### src/rtl/cla_pkg.sv
`default_nettype none
// ============================================================================
// Module      : cla_pkg
// Description : Shared constants, types and helpers for the pipelined
//               carry-lookahead adder (cla_pipe_adder) and its 4-bit slice.
// Revision    : 1.0 - initial release
// ============================================================================
package cla_pkg;

  // Width of one carry-lookahead slice in bits.
  localparam int SLICE_W = 4;

  // Number of pipeline stages for a given operand width and stage size.
  function automatic int cla_stages(input int width, input int slices_per_stage);
    return width / (SLICE_W * slices_per_stage);
  endfunction

  // Control part of a stage payload. The partial sum and the not-yet-used
  // operand bits shrink/grow by one stage width per stage, so they are
  // declared per stage next to this struct with their exact widths.
  typedef struct packed {
    logic valid;  // stage holds a real beat (0 = bubble)
    logic carry;  // carry out of the highest bit computed so far
  } stage_ctl_t;

endpackage : cla_pkg
`default_nettype wire

### src/rtl/cla4_slice.sv
`default_nettype none
// ============================================================================
// Module      : cla4_slice
// Description : Combinational 4-bit carry-lookahead slice. Produces the sum,
//               group generate/propagate for chaining, the slice carry out,
//               and the carry into bit 3 (for MSB overflow detection).
// Revision    : 1.0 - initial release
// ============================================================================
module cla4_slice (
  input  logic [3:0] a,
  input  logic [3:0] b,
  input  logic       cin,
  output logic [3:0] sum,
  output logic       g,
  output logic       p,
  output logic       cout,
  output logic       c3
);

  logic [3:0] w_gi;
  logic [3:0] w_pi;
  logic [3:0] w_c;

  // Bit generate/propagate, flattened lookahead carries and group terms.
  always_comb begin
    w_gi   = a & b;
    w_pi   = a ^ b;
    w_c[0] = cin;
    w_c[1] = w_gi[0] | (w_pi[0] & cin);
    w_c[2] = w_gi[1] | (w_pi[1] & w_gi[0]) | (w_pi[1] & w_pi[0] & cin);
    w_c[3] = w_gi[2] | (w_pi[2] & w_gi[1]) | (w_pi[2] & w_pi[1] & w_gi[0])
           | (w_pi[2] & w_pi[1] & w_pi[0] & cin);
    g      = w_gi[3] | (w_pi[3] & w_gi[2]) | (w_pi[3] & w_pi[2] & w_gi[1])
           | (w_pi[3] & w_pi[2] & w_pi[1] & w_gi[0]);
    p      = &w_pi;
    cout   = g | (p & cin);
    c3     = w_c[3];
    sum    = w_pi ^ w_c;
  end

endmodule : cla4_slice
`default_nettype wire

### src/rtl/cla_pipe_adder.sv
`default_nettype none
// ============================================================================
// Module      : cla_pipe_adder
// Description : Pipelined carry-lookahead adder/subtractor. Each stage adds
//               SLICES_PER_STAGE 4-bit slices using the carry registered by
//               the previous stage; upper operand bits and lower sum bits
//               travel alongside in skew registers. Valid/ready handshake,
//               latency STAGES, throughput one beat per cycle.
//               Optional macro CLA_PIPE_SAT_EN: saturate the sum on signed
//               overflow in the final stage (no latency change).
// Revision    : 1.0 - initial release
// ============================================================================
module cla_pipe_adder
  import cla_pkg::*;
#(
  parameter int WIDTH            = 16,
  parameter int SLICES_PER_STAGE = 1
) (
  input  logic             clk,
  input  logic             rst_n,
  input  logic             in_valid,
  output logic             in_ready,
  input  logic [WIDTH-1:0] a,
  input  logic [WIDTH-1:0] b,
  input  logic             c0,
  input  logic             sub,
  output logic             out_valid,
  input  logic             out_ready,
  output logic [WIDTH-1:0] sum,
  output logic             carry_out,
  output logic             overflow
);

  localparam int SW     = SLICE_W * SLICES_PER_STAGE;
  localparam int STAGES = cla_stages(WIDTH, SLICES_PER_STAGE);

  // Reject widths that do not split into whole stages.
  if ((SLICES_PER_STAGE < 1) || (WIDTH < SW) || ((WIDTH % SW) != 0)) begin : g_param_check
    $error("cla_pipe_adder: WIDTH (%0d) must be a positive multiple of 4*SLICES_PER_STAGE (%0d)",
           WIDTH, SW);
  end

  logic             w_stall;
  logic             w_accept;
  logic [WIDTH-1:0] w_b_eff;
  logic             w_cin_eff;

  // Final-stage (output) registers.
  logic             out_valid_q, out_valid_d;
  logic [WIDTH-1:0] out_sum_q,   out_sum_d;
  logic             carry_out_q, carry_out_d;
  logic             overflow_q,  overflow_d;

  // Handshake and effective operands: subtract is A + ~B + 1.
  always_comb begin
    w_stall   = out_valid_q & ~out_ready;
    in_ready  = ~w_stall;
    w_accept  = in_valid & ~w_stall;
    w_b_eff   = sub ? ~b : b;
    w_cin_eff = sub | c0;
  end

  for (genvar k = 0; k < STAGES; k++) begin : g_stage
    localparam int LO  = k * SW;      // lowest bit handled by this stage
    localparam int RIN = WIDTH - LO;  // operand bits still pending on entry
    localparam int HI  = LO + SW;     // sum bits known after this stage

    logic [RIN-1:0] w_a_in;
    logic [RIN-1:0] w_b_in;
    logic           w_cin;
    logic           w_v_in;
    logic [SW-1:0]  w_seg;
    logic [HI-1:0]  w_acc;
    logic           w_cout;

    if (k == 0) begin : g_src
      assign w_a_in = a;
      assign w_b_in = w_b_eff;
      assign w_cin  = w_cin_eff;
      assign w_v_in = w_accept;
      assign w_acc  = w_seg;
    end else begin : g_src
      assign w_a_in = g_stage[k-1].g_reg.a_rem_q;
      assign w_b_in = g_stage[k-1].g_reg.b_rem_q;
      assign w_cin  = g_stage[k-1].g_reg.ctl_q.carry;
      assign w_v_in = g_stage[k-1].g_reg.ctl_q.valid;
      assign w_acc  = {w_seg, g_stage[k-1].g_reg.sum_q};
    end

    // Slices inside a stage are chained through their group G/P terms.
    for (genvar j = 0; j < SLICES_PER_STAGE; j++) begin : g_slice
      logic w_ci;
      logic w_g;
      logic w_p;
      logic w_co;
      logic w_c3;
      logic w_cn;

      if (j == 0) begin : g_ci
        assign w_ci = w_cin;
      end else begin : g_ci
        assign w_ci = g_slice[j-1].w_cn;
      end

      cla4_slice u_slice (
        .a    (w_a_in[j*SLICE_W +: SLICE_W]),
        .b    (w_b_in[j*SLICE_W +: SLICE_W]),
        .cin  (w_ci),
        .sum  (w_seg[j*SLICE_W +: SLICE_W]),
        .g    (w_g),
        .p    (w_p),
        .cout (w_co),
        .c3   (w_c3)
      );

      assign w_cn = w_g | (w_p & w_ci);

      // The slice's own carry out and bit-3 carry must agree with the chain.
      a_slice_consistent : assert property (@(posedge clk) disable iff (!rst_n)
        (w_co == w_cn) &&
        (w_seg[j*SLICE_W+3] == (w_a_in[j*SLICE_W+3] ^ w_b_in[j*SLICE_W+3] ^ w_c3)));
    end

    assign w_cout = g_slice[SLICES_PER_STAGE-1].w_cn;

    if (k < STAGES - 1) begin : g_reg
      stage_ctl_t         ctl_q,   ctl_d;
      logic [HI-1:0]      sum_q,   sum_d;
      logic [RIN-SW-1:0]  a_rem_q, a_rem_d;
      logic [RIN-SW-1:0]  b_rem_q, b_rem_d;

      // Advance with the pipe; payload only reloads when a real beat arrives.
      always_comb begin
        ctl_d   = ctl_q;
        sum_d   = sum_q;
        a_rem_d = a_rem_q;
        b_rem_d = b_rem_q;
        if (!w_stall) begin
          ctl_d.valid = w_v_in;
          if (w_v_in) begin
            ctl_d.carry = w_cout;
            sum_d       = w_acc;
            a_rem_d     = w_a_in[RIN-1:SW];
            b_rem_d     = w_b_in[RIN-1:SW];
          end
        end
      end

      // Intermediate stage registers, cleared on reset.
      always_ff @(posedge clk or negedge rst_n) begin
        if (!rst_n) begin
          ctl_q   <= '0;
          sum_q   <= '0;
          a_rem_q <= '0;
          b_rem_q <= '0;
        end else begin
          ctl_q   <= ctl_d;
          sum_q   <= sum_d;
          a_rem_q <= a_rem_d;
          b_rem_q <= b_rem_d;
        end
      end
    end else begin : g_out
      logic             w_ovf;
      logic [WIDTH-1:0] w_sum_sel;
`ifdef CLA_PIPE_SAT_EN
      localparam logic [WIDTH-1:0] SAT_MAX = {1'b0, {(WIDTH-1){1'b1}}};
      localparam logic [WIDTH-1:0] SAT_MIN = {1'b1, {(WIDTH-1){1'b0}}};
`endif

      // Overflow from MSB carries, optional clamp, then output register update.
      always_comb begin
        w_ovf     = g_slice[SLICES_PER_STAGE-1].w_c3 ^ w_cout;
        w_sum_sel = w_acc;
`ifdef CLA_PIPE_SAT_EN
        // Sign of A picks the rail: non-negative A can only overflow upward.
        if (w_ovf) begin
          w_sum_sel = w_a_in[SW-1] ? SAT_MIN : SAT_MAX;
        end
`endif
        out_valid_d = out_valid_q;
        out_sum_d   = out_sum_q;
        carry_out_d = carry_out_q;
        overflow_d  = overflow_q;
        if (!w_stall) begin
          out_valid_d = w_v_in;
          if (w_v_in) begin
            out_sum_d   = w_sum_sel;
            carry_out_d = w_cout;
            overflow_d  = w_ovf;
          end
        end
      end

      // Output registers, cleared on reset.
      always_ff @(posedge clk or negedge rst_n) begin
        if (!rst_n) begin
          out_valid_q <= 1'b0;
          out_sum_q   <= '0;
          carry_out_q <= 1'b0;
          overflow_q  <= 1'b0;
        end else begin
          out_valid_q <= out_valid_d;
          out_sum_q   <= out_sum_d;
          carry_out_q <= carry_out_d;
          overflow_q  <= overflow_d;
        end
      end
    end
  end

  assign out_valid = out_valid_q;
  assign sum       = out_sum_q;
  assign carry_out = carry_out_q;
  assign overflow  = overflow_q;

endmodule : cla_pipe_adder
`default_nettype wire

### config.mk
export PLATFORM = sky130hd
export DESIGN_NAME = cla_pipe_adder
export DESIGN_NICKNAME = d
export VERILOG_FILES = /design/src/rtl/cla_pkg.sv /design/src/rtl/cla4_slice.sv /design/src/rtl/cla_pipe_adder.sv
export SDC_FILE = /design/constraint.sdc
export NUM_CORES = 1
export LEC_CHECK = 0
export ABC_CLOCK_PERIOD_IN_PS = 3320
export BUFFER_PORTS_ARGS = -buffer_cell sky130_fd_sc_hd__buf_4
export CORE_ASPECT_RATIO = 2
export CORE_UTILIZATION = 46
export CTS_BUF_LIST = sky130_fd_sc_hd__clkbuf_8
export CTS_CLUSTER_SIZE = 20
export DETAILED_ROUTE_END_ITERATION = 8
export GPL_ROUTABILITY_DRIVEN = 0
export PLACE_DENSITY = 0.66
export SLEW_MARGIN = 40
export SYNTH_ARGS = -nofsm -noshare
export SYNTH_HDL_FRONTEND = slang
export SYNTH_SLANG_ARGS = --single-unit
export TNS_END_PERCENT = 1
### constraint.sdc
create_clock -name clk -period 3.32 [get_ports clk]
set_input_delay 0.332 -clock clk [delete_from_list [all_inputs] [get_ports clk]]
set_output_delay 0.332 -clock clk [all_outputs]
set_load 0.05 [all_outputs]
# Yosys cells after proc, flatten, opt, wreduce, memory -nomap -nowiden
# Index checks and enable logic that the tools add are counted.
word_totals:
  reg_bits: 97
  latch_bits: 0
  mem_bits_rw: 0
  mem_bits_ro: 0
  out_inout_bits: 20
  n_memories: 0
classes:
  add_sub_neg: 0
  n_mul: 0
  div: 0
  order_cmp: 0
  n_eq_ne: 0
  shift: 0
  mux: 1
  bitwise: 119
  n_reduce_logical: 8
op_table:
  columns: ["cell", "count"]
  rows:
  - ["1-bit bitwise AND", 62]
  - ["1-bit bitwise OR", 41]
  - ["4-bit XOR", 8]
  - ["4-bit bitwise AND", 4]
  - ["16-bit two-way mux", 1]
  - ["16-bit inverter", 1]
  - ["4-bit AND reduction", 4]
  - ["2-bit AND reduction", 4]
  - ["1-bit inverter", 2]
  - ["1-bit XOR", 1]

# Logic depth before layout (Yosys ltp)
# Gate-level depths: netlist of the first run.
logic_depth:
  word_depth: 8
  depth_mapped: 8

# Cells and area by module
# Synthesis of the first run repeated with hierarchy kept, for this count alone.
unflattened:
  cells_unflattened: 341
  area_unflattened_um2: 4544.4
by_module_without_submodules:
  columns: ["module", "instances", "cells_per_inst", "area_each_um2", "seq_area_each_um2"]
  rows:
  - ["cla_pipe_adder", 1, 253, 3813.7, 2427.3]
  - ["cla4_slice", 4, 22, 182.7, 0.0]

# Worst setup path after synthesis of the first run
# OpenSTA, ideal clock, no wires.
synth_path:
  path_kind: "in2reg"
  start: "input sub"
  end: "register g_stage[0].g_reg.ctl_q (netlist bit g_stage[1].g_slice[0].w_ci)"
  setup_ns: 0.124
  arrival_time_ns: 1.844
  required_ns: 3.196
  path_slack_ns: 1.352
  path_stages: 8
  cell_sequence: "buf_6 buf_2 xor2_1 ha_1 a21oi_1 a21boi_2 o21a_1 o31a_1"
synth_between:
  elab_chain_cells: 7
  elab_cells_between_ends: 15
  cone_classes: "1 x mux; 13 x bitwise; 1 x reduce/logical"
synth_lines:
  columns: ["item", "line", "text"]
  rows:
  - ["from (decl)", "cla_pipe_adder.sv:26", "input logic sub,"]
  - ["16-bit two-way mux", "cla_pipe_adder.sv:59", "w_b_eff = sub ? ~b : b;"]
  - ["4-bit XOR / 4-bit bitwise AND (equally long branches)", "cla4_slice.sv:27, cla4_slice.sv:26", null]
  - ["1-bit bitwise AND, on equally long branches", "cla4_slice.sv:33, cla4_slice.sv:34", null]
  - ["1-bit bitwise OR (tied with other cells)", "cla4_slice.sv:33", "g = w_gi[3] | (w_pi[3] & w_gi[2]) | (w_pi[3] & w_pi[2] & w_gi[1])"]
  - ["1-bit bitwise OR / 1-bit bitwise AND (equally long branches)", "cla4_slice.sv:33, cla4_slice.sv:34", null]
  - ["1-bit bitwise OR", "cla4_slice.sv:34", "| (w_pi[3] & w_pi[2] & w_pi[1] & w_gi[0]);"]
  - ["1-bit bitwise OR *", null, null]
  - ["to (signal assigned)", "cla_pipe_adder.sv:157", "ctl_q <= ctl_d;"]
  - ["to (decl)", "cla_pipe_adder.sv:127", "stage_ctl_t ctl_q, ctl_d;"]
# Every way passes the cells marked *; elsewhere a longest branch is shown, timed or not.
# A chain may end at the register's enable or synchronous reset.

# Final worst setup path of the first run
layout_path:
  start: "register g_stage[2].g_reg.a_rem_q[0]"
  end: "register overflow_q (netlist: overflow)"
layout_between:
  elab_chain_cells: 5
  elab_cells_between_ends: 13
  cone_classes: "12 x bitwise; 1 x reduce/logical"
layout_lines:
  columns: ["item", "line", "text"]
  rows:
  - ["from (decl)", "cla_pipe_adder.sv:129", "logic [RIN-SW-1:0] a_rem_q, a_rem_d;"]
  - ["from (signal assigned)", "cla_pipe_adder.sv:159", "a_rem_q <= a_rem_d;"]
  - ["4-bit XOR / 4-bit bitwise AND (equally long branches)", "cla4_slice.sv:27, cla4_slice.sv:26", null]
  - ["4-bit AND reduction (tied with other cells)", "cla4_slice.sv:35", "p = &w_pi;"]
  - ["1-bit bitwise AND (tied with other cells)", null, null]
  - ["1-bit bitwise OR, on equally long branches", null, null]
  - ["1-bit XOR *", "cla_pipe_adder.sv:173", "w_ovf = g_slice[SLICES_PER_STAGE-1].w_c3 ^ w_cout;"]
  - ["to (signal assigned)", "cla_pipe_adder.sv:206", "overflow_q <= overflow_d;"]
  - ["to (decl)", "cla_pipe_adder.sv:52", "logic overflow_q, overflow_d;"]
# Marks and branches as above.

==> run metrics, run 1 <==
chip width 70.3 um; reg2reg start g_stage[2].g_reg.a_rem_q[0]$_DFFE_PN0P_; Worst Hold Class primary input to register; cts repair resizes 0; Die ar. between 9000 and 10000 um2; Die H 139 um; MaxCap Viol Count 0; drt total wl 6.63 mm; share of flip-flops with an asynchronous set or reset 100%; Routed Antenna Nets 0; min-delay src a[15]; DR vias between 2000 and 2500; Max Root-Sink Buffers 2; Worst VDD drop 341 uV; routed len/inst 13.6 um; worst path arrival time 1.92 ns; Final Skew 0.00914 ns; Synth Warn # 0; Area after DPL 4760 um2; Worst Path Max Fanout 3; GRT Util Overall 15.6%; starting density of the core 47.7%; CP required about 3.5 ns; Via density between 5 and 6; 1st-iter DRT viols 57; row count 49; Synth Area per Inst between 10 and 15 um2; power per cell area 965 nW/um2; Hold Buf Count CTS 1; Final nets 439; setup TNS 0 ns; cts bufs inserted 9; Post-Syn Area 4300 um2; fmax between 500 and 600 MHz; synth unique cells 32; # diodes 0; Static Leak approximately 2.3 nW; Mapped Cells 323; Slew headroom 55.8%; post-layout util 55.3%; CTS tree yes; fin area 4980 um2; layout cells sized above 1 21.3%; postcts setup bufs 0; CP Capture Type register; DRC 0; R2R Setup Slk 1.62 ns; status finished, final reports clean; first-pass GRT wire length 11.9 mm; RSZ-0062 raised after global routing no; critical path type register to register; #FFs+latches synth 97; synthesis-to-finish area growth 16.0%; Pwr Total 4.81 mW; fin crit share between 50 and 60%; Post-synth EDFFs 0; port bufs 57; pin count of the biggest net entering global routing 51; clock transition at the registers of the reported paths 0.08 ns; post-DP HPWL between 4 and 5 mm; max-slew violations 0; Tightest Pin Transition about 0.66 ns; Hold Path Sink g_stage[0].g_reg.a_rem_q[11]$_DFFE_PN0P_; final setup violation count 0; Worst Setup Start Kind register; WHS Path Cells 2; crit path time final 1.70 ns; sequential area share after synthesis 56.5%; worst r2r dst overflow$_DFFE_PN0P_; Core ar. 9010 um2; H-Tree Depth 3; first drt pass iteration count 4; syn nets 381; Clk Latency, worst-skew pair 0.36 ns; CTS Sinks 97; initial antenna violation count 0; Top Ports 58; clock root buffer clkbuf_8; Primary FF master, synth dfrtp_1; Final Hold Fails 0; vias in the first global route about 2700; Congestion Overflow GR 0; R2R cell count 5
## stage by stage
step	setup slack, ns	hold slack (ns)	cells
after global routing	1.50	0.164	487
after detailed placement	1.36	0.402	471
after floorplan	1.35	0.0364	323
final	1.62	0.181	487
after global placement	1.40	0.382	471
after CTS	1.61	0.159	487
## worst max path at each step
stage | to | startpoint | depth (start not counted)
6_report | overflow$_DFFE_PN0P_ | g_stage[2].g_reg.a_rem_q[0]$_DFFE_PN0P_ | 5
5_1_grt | overflow$_DFFE_PN0P_ | g_stage[2].g_reg.a_rem_q[0]$_DFFE_PN0P_ | 5
4_1_cts | g_stage[1].g_reg.a_rem_q[0]$_DFFE_PN0P_ | out_valid$_DFFE_PN0N_ | 4
3_5_place_dp | g_stage[1].g_slice[0].w_ci$_DFFE_PN0P_ | sub | 7
3_3_place_gp | g_stage[1].g_slice[0].w_ci$_DFFE_PN0P_ | sub | 7
2_1_floorplan | g_stage[1].g_slice[0].w_ci$_DFFE_PN0P_ | sub | 8
## metal layers
layer,vias to the layer above,track usage [%],share of wire [%]
met5,-,0,0
met4,0,7.89,2.3
met3,12,3.85,3.7
met2,44,27.5,52
met1,1200,16.9,42
li1,1219,-,-
## cells in the mapped netlist, types with 3 or more instances
cell,n,area [um2]
buf_2,5,25.0
nor2_1,9,33.8
fa_1,4,80.1
buf_4,3,22.5
nand2_1,35,131
o21ai_1,29,145
a21oi_1,4,20.0
inv_1,3,11.3
buf_6,5,56.3
xnor2_1,19,166
mux2_1,63,709
xor2_1,7,61.3
a211oi_1,3,22.5
ha_1,16,200
dfrtp_1,97,2430
## flip-flops by register name, summed over array words and instances (netlist names)
| register | count |
|---|---|
| sum | 16 |
| g_stage.w_v_in | 3 |
| g_stage.g_reg.b_rem_q | 24 |
| g_stage.g_reg.sum_q | 24 |
| overflow | 1 |
| carry_out | 1 |
| g_stage.g_slice.w_ci | 3 |
| g_stage.g_reg.a_rem_q | 24 |
| out_valid | 1 |
## final cells by class
cell class | instances | area [um2]
fillers | 819 | 4030
flip-flops and latches | 97 | 2430
multi-input cells | 209 | 1750
repair buffers | 60 | 453
clock buffers | 10 | 138
well taps | 102 | 128
clock inverters | 5 | 72.6
inverters | 4 | 17.5
## placed cells by master, fill, tap and decap left out, drive strengths merged, types with 6 or more instances in the layout
cell,n
mux2,63
inv,6
ha,16
o21ai,29
nor2,9
xor2,7
xnor2,19
clkbuf,10
buf,59
nand2,39
dfrtp,97
## worst max-delay path, stage by stage, from the launching register on
cell      delay (ns)
dfrtp_1         0.42
ha_1            0.31
a211oi_1        0.32
o21ba_2         0.25
mux2i_1         0.20
o21ai_1         0.07
## logic make-up after synthesis
kind of cell	synth area share [%]
AND/OR/NAND/NOR	5.51
multiplexers	17.0
adder cells (fa/ha/maj)	6.52
flip-flops	56.5
AO/OA/AOI/OAI	6.35
XOR/XNOR	5.30
buffers and inverters	2.83
## power breakdown
group	internal [mW]	leakage, nW	switching [mW]
clock network	0.434	0.115	0.368
logic	0.875	1.04	1.14
registers	1.71	1.17	0.280
Note: power is estimated with default switching activity, not from simulation.
==> run 2, diff against run 1 <==
--- a/config.mk
+++ b/config.mk
@@ -5,7 +5,8 @@
 export SDC_FILE = /design/constraint.sdc
 export NUM_CORES = 1
 export LEC_CHECK = 0
-export ABC_CLOCK_PERIOD_IN_PS = 3320
+export ABC_AREA = 1
+export ABC_CLOCK_PERIOD_IN_PS = 1600
 export BUFFER_PORTS_ARGS = -buffer_cell sky130_fd_sc_hd__buf_4
 export CORE_ASPECT_RATIO = 2
 export CORE_UTILIZATION = 46
==> constraint.sdc (replaced) <==
create_clock -name clk -period 1.6 [get_ports clk]
set_input_delay 0.16 -clock clk [delete_from_list [all_inputs] [get_ports clk]]
set_output_delay 0.16 -clock clk [all_outputs]
set_load 0.05 [all_outputs]
==> run metrics, run 2 <==
Worst Path Max Fanout 6; Max Root-Sink Buffers 2; sequential area share after synthesis roughly 53%; fin area around 5500 um2; biggest regs g_stage.g_reg.a_rem_q: 24 flops, g_stage.g_reg.b_rem_q: 24 flops, g_stage.g_reg.sum_q: 24 flops; compound-gate portion of the synthesized area a little under 9%; synth unique cells 24; chip width 72.7 um; Primary FF master, synth dfrtp_1; Area after DPL between 5000 and 6000 um2; syn nets 577; fillcell total 930; MaxCap Viol Count 0; RSZ-0062 raised after global routing no; CP Capture Type register; GRT Util Overall approximately 18%; initial antenna violation count 0; starting density of the core between 40 and 50%; routed len/inst 11.6 um; crit path time final 1.46 ns; synthesis-to-finish area growth 19.7%; first drt pass iteration count 4; first-pass GRT wire length 14.5 mm; Worst Hold Class primary input to register; largest family of logic cells by synthesized area simple AND/OR/NAND/NOR gates; most common cell in the synthesized netlist nand2_1; worst path arrival time 1.72 ns; Synth Warn # 0; synth top area cells dfrtp_1, nand2_1, o21ai_0; CTS tree yes; cts bufs inserted 9; Final Skew 0.00613 ns; Worst Setup Slack, final 0.135 ns; commonest non-fill, non-tap cell in the layout nand2_1; DR vias approximately 3400; pin count of the biggest net entering global routing 59; max-slew violations 0; Core ar. about 9700 um2; Fin Hold WS around 0.028 ns; Synth Area in Simple Gates 21.0%; Slew headroom between 70% and 80%; Clk Latency, worst-skew pair 0.36 ns; Final Hold Fails 0; Pwr Total 9.91 mW; adder and majority gate portion of the synthesized area 6.10%; #FFs+latches synth just under 100; Routed Antenna Nets 0; fin crit share 91.5%; setup TNS 0 ns; layout cells sized above 1 15.5%; Place WS between 0.08 and 0.09 ns; final setup violation count 0; post-synthesis mux area share 0%; Worst Setup Start Kind register; clock transition at the registers of the reported paths 0.09 ns; commonest non-fill, non-tap cells in the layout nand2_1, dfrtp_1, buf_4, inv_1, o21ai_0; dominant cell type by area after synthesis dfrtp_1; share of flip-flops with an asynchronous set or reset 100%; Tightest Pin Transition roughly 0.37 ns; status finished, final reports clean; fmax between 600 and 700 MHz; H-Tree Depth 3; Synth Area in XOR/XNOR 4.19%; Die ar. 10400 um2; Post-synth EDFFs 0; clock root buffer clkbuf_8; post-synth top area share 52.8%; drt total wl 8.43 mm; CP required 1.86 ns; critical path type register to register; Top Ports 58; power per cell area 1800 nW/um2; Mapped Cells 519; Via density about 4.7; port bufs 57; Static Leak between 2 and 3 nW; Die H roughly 140 um; Post-Syn Area 4590 um2; Final nets 646; post-DP HPWL 6.27 mm; row count 51; synth cell count leaders nand2_1, dfrtp_1, inv_1, o21ai_0, o21ai_1; Worst VDD drop about 830 uV; Synth Area per Inst 8.85 um2; CTS Sinks 97; 1st-iter DRT viols between 150 and 200; vias in the first global route 3257; # diodes 0; Congestion Overflow GR 0; DRC 0
-- run 2: cell types whose count changed after synthesis, sizes merged, moves of 3 or more --
cell	delta
a211oi	-3
a21oi	+5
buf	+5
inv	+52
mux2	-63
nand2	+141
nand3	+21
nand3b	+3
nand4	+7
nor2	+4
o21ai	+39
xnor2	-9
xor2	+5
-- run 2: worst paths after layout --
kind,from,endpoint,slack (ns),cells after the start
worst max-delay path,g_stage[2].g_reg.b_rem_q[2]$_DFFE_PN0P_,overflow$_DFFE_PN0P_,0.14,8
worst min-delay path,a[4],g_stage[0].g_reg.a_rem_q[0]$_DFFE_PN0P_,0.03,3
worst max register to register,g_stage[2].g_reg.b_rem_q[2]$_DFFE_PN0P_,overflow$_DFFE_PN0P_,0.14,8
worst min register to register,g_stage[0].g_reg.a_rem_q[8]$_DFFE_PN0P_,g_stage[0].g_reg.a_rem_q[8]$_DFFE_PN0P_,0.48,2
max in group asynchronous,rst_n,g_stage[1].g_reg.sum_q[4]$_DFFE_PN0P_,0.79,3
min in group asynchronous,rst_n,overflow$_DFFE_PN0P_,0.22,2
-- run 2: cells by family (layout without fill, tap and decap cells) --
group | count (synthesis) | after routing
AO/OA/AOI/OAI | 80 | 80
XOR/XNOR | 22 | 22
adder cells (fa/ha/maj) | 20 | 20
buffers and inverters | 75 | 149
AND/OR/NAND/NOR | 225 | 225
flip-flops | 97 | 97
-- run 2: metal layers --
metal	vias to the layer above	wire length, um	GRT usage (%)
li1	1779	-	-
met1	1588	3510	20.5
met2	60	4560	32.4
met3	8	212	4.07
met4	0	143	7.84
met5	-	0	0
-- run 2: where the power goes --
part | total [mW] | internal [mW] | leakage [nW] | switching [mW]
Combinational | 4.34 | 1.54 | 1.50 | 2.79
Clock | 1.63 | 0.838 | 0.115 | 0.793
Sequential | 3.94 | 3.42 | 1.22 | 0.516
Total | 9.91 | 5.80 | 2.83 | 4.10
-- run 2: timing repair --
item	in CTS	in global routing
buffers inserted	1	0
gates resized for setup	0	6
endpoints found under the setup margin	1	6
hold buffers	12	0
pin swaps	1	0
endpoints found under the hold margin	31	0
-- run 2: critical path, cell delays in order, from the launching register on --
cell and delay [ns]:
dfrtp_1 0.40, ha_2 0.40, nand2_1 0.11, inv_1 0.10, nand3_1 0.07, nand3_1 0.10, nand2_1 0.05, nand3_1 0.08
nand2_1 0.05
-- run 2: layout make-up --
type / count / area, um2 / share of cell area (%)
Clock buffer: 12 / 165 / 3.00
Inverter: 56 / 213 / 3.87
Sequential cell: 97 / 2430 / 44.2
Timing Repair Buffer: 77 / 637 / 11.6
Clock inverter: 4 / 42.5 / 0.773
Multi-Input combinational cell: 347 / 1850 / 33.6
Tap cell: 132 / 165 / 3.00
-- run 2: per-stage QoR --
step,instances,util [%]
after global routing,725,56.7
after global placement,696,53.1
after CTS,725,56.6
after detailed placement,696,53.1
after floorplan,519,-
final,725,56.7
==> run 3, diff against run 2 <==
--- a/config.mk
+++ b/config.mk
@@ -9,12 +9,12 @@
 export ABC_CLOCK_PERIOD_IN_PS = 1600
 export BUFFER_PORTS_ARGS = -buffer_cell sky130_fd_sc_hd__buf_4
 export CORE_ASPECT_RATIO = 2
-export CORE_UTILIZATION = 46
+export CORE_MARGIN = 2
+export CORE_UTILIZATION = 60
 export CTS_BUF_LIST = sky130_fd_sc_hd__clkbuf_8
-export CTS_CLUSTER_SIZE = 20
 export DETAILED_ROUTE_END_ITERATION = 8
 export GPL_ROUTABILITY_DRIVEN = 0
-export PLACE_DENSITY = 0.66
+export PLACE_DENSITY = 0.82
 export SLEW_MARGIN = 40
 export SYNTH_ARGS = -nofsm -noshare
 export SYNTH_HDL_FRONTEND = slang
==> run metrics, run 3 (synthesis gave the netlist of run 2 again) <==
Congestion Overflow GR 0; Post-Layout Cell Count just under 700; crit path time final 1.50 ns; CTS tree yes; Comb power frac between 40% and 50%; RSZ-0062 raised after global routing no; Worst VDD drop slightly below 1000 uV; Final Hold Fails 0; row count 45; WP buf/inv 3; drt total wl 8.29 mm; Core ar. 7490 um2; Die H between 100 and 150 um; fin crit share 93.9%; Worst Hold Class primary input to register; pin count of the biggest net entering global routing 33; DRC 0; worst path arrival time between 1 and 1.5 ns; Pwr Total just under 10 mW; Switch Pwr 4.12 mW; Place WS ~0.14 ns; biggest regs g_stage.g_reg.a_rem_q: 24 flops, g_stage.g_reg.b_rem_q: 24 flops, g_stage.g_reg.sum_q: 24 flops; Final Skew 0.00735 ns; routed len/inst 12.0 um; Top delay family on crit path buffers and inverters; largest stage delay on the critical path 0.41 ns; initial antenna violation count 0; most frequent CP cell inv_1; CTS Sinks 97; Final nets 652; # diodes 0; fmax 665 MHz; starting density of the core 61.4%; WHS Path Cells 4; CP Capture Type output port; fin area between 5000 and 6000 um2; Via density 5.03; max-slew violations 0; 1st-iter DRT viols between 200 and 300; critical path type register to output port; Hold Path Sink g_stage[0].g_reg.b_rem_q[7]$_DFFE_PN0P_; worst r2r dst overflow$_DFFE_PN0P_; Worst Path Max Fanout 5; critical path's slowest cell dfrtp_2; MaxCap Viol Count 0; R2R Setup Slk 0.13 ns; Sw Ratio 41.5%; Top Ports 58; Max Root-Sink Buffers 2; fillcell total 572; first drt pass iteration count 6; commonest non-fill, non-tap cells in the layout nand2_1, dfrtp_1, buf_4, inv_1, o21ai_0; DR vias around 3500; clock transition at the registers of the reported paths 0.09 ns; worst path cell trace inv_1 -> nor2_8 -> inv_1 -> buf_6; post-DP HPWL 5.89 mm; commonest non-fill, non-tap cell in the layout nand2_1; Routed Antenna Nets 0; Die ar. 8420 um2; min-delay src b[11]; Clk pwr share 16.6%; Worst Setup Start Kind register; Area after DPL 5130 um2; synthesis-to-finish area growth 19.7%; Slew headroom 72.2%; clock root buffer clkbuf_8; sequential share of power 39.2%; reg2reg start g_stage[2].g_reg.b_rem_q[1]$_DFFE_PN0P_; first-pass GRT wire length 14.5 mm; setup TNS 0 ns; CP required 1.44 ns; Clk Latency, worst-skew pair 0.37 ns; H-Tree Depth 3; status finished, final reports clean; chip width 65.9 um; vias in the first global route between 3000 and 4000; GRT Util Overall between 20% and 30%; power per cell area about 1800 nW/um2; layout cells sized above 1 16.2%; R2R cell count 8; Pint 5.81 mW; port bufs 57; Static Leak 2.85 nW; Inst Count DP 662; cts bufs inserted 9; final setup violation count 0; Worst Setup Slack, final 0.0971 ns; Tightest Pin Transition roughly 0.42 ns
==> run 3: area by class of cell <==
type	instances	area, um2	share of cell area (%)
Clock buffer	11	151	2.75
Sequential cell	97	2430	44.2
Multi-Input combinational cell	347	1850	33.6
Tap cell	94	118	2.14
Clock inverter	5	62.6	1.14
Timing Repair Buffer	83	684	12.4
Inverter	56	210	3.82
==> run 3: worst max path at each step <==
stage,from,endpoint,slack (ns),cells past startpoint
3_3_place_gp,sub,g_stage[0].g_reg.sum_q[3]$_DFFE_PN0P_,0.19,9
3_5_place_dp,sub,g_stage[0].g_reg.sum_q[3]$_DFFE_PN0P_,0.14,9
2_1_floorplan,sub,g_stage[0].g_reg.sum_q[3]$_DFFE_PN0P_,0.02,10
5_1_grt,g_stage[2].g_reg.b_rem_q[1]$_DFFE_PN0P_,overflow$_DFFE_PN0P_,0.008,8
4_1_cts,out_valid$_DFFE_PN0N_,in_ready,0.06,4
6_report,out_valid$_DFFE_PN0N_,in_ready,0.1,4
==> run 3: metal layers <==
metal	vias to the layer above	part of all wire, %	track usage [%]
met4	0	1.9	8.95
met1	1607	43	27.7
met3	12	3.5	4.04
li1	1792	-	-
met2	74	52	37.4
met5	-	0	0
==> run 3: metrics by stage <==
step                utilization (%)  hold WS (ns)
floorplan                         -        -0.136
detailed placement             68.6         0.126
global placement               68.6         0.119
CTS                            73.4        0.0629
finish                         73.5        0.0788
global route                   73.5        0.0835
==> run 3: repair_timing <==
action,4_1_cts,5_1_grt
hold buffers,13,0
gates cloned,0,0
buffers inserted,2,0
endpoints found under the setup margin,1,2
pin swaps,1,0
resized for setup,0,2
endpoints found under the hold margin,40,0
==> run 3: power by group through the flow <==
stage          Sequential, mW  Combinational, mW  Clock, mW
2_1_floorplan            4.55               2.60          0
3_3_place_gp             3.91               4.19          0
3_5_place_dp             3.95               4.30          0
4_1_cts                  3.91               4.42       1.70
5_1_grt                  4.01               4.98       1.79
6_report                 3.90               4.39       1.65
==> run 3: worst register-to-register path, delay by kind of cell (launching register included) <==
kind	cells	cell delay [ns]
adder cells (fa/ha/maj)	1	0.44
flip-flops	1	0.39
AND/OR/NAND/NOR	7	0.53
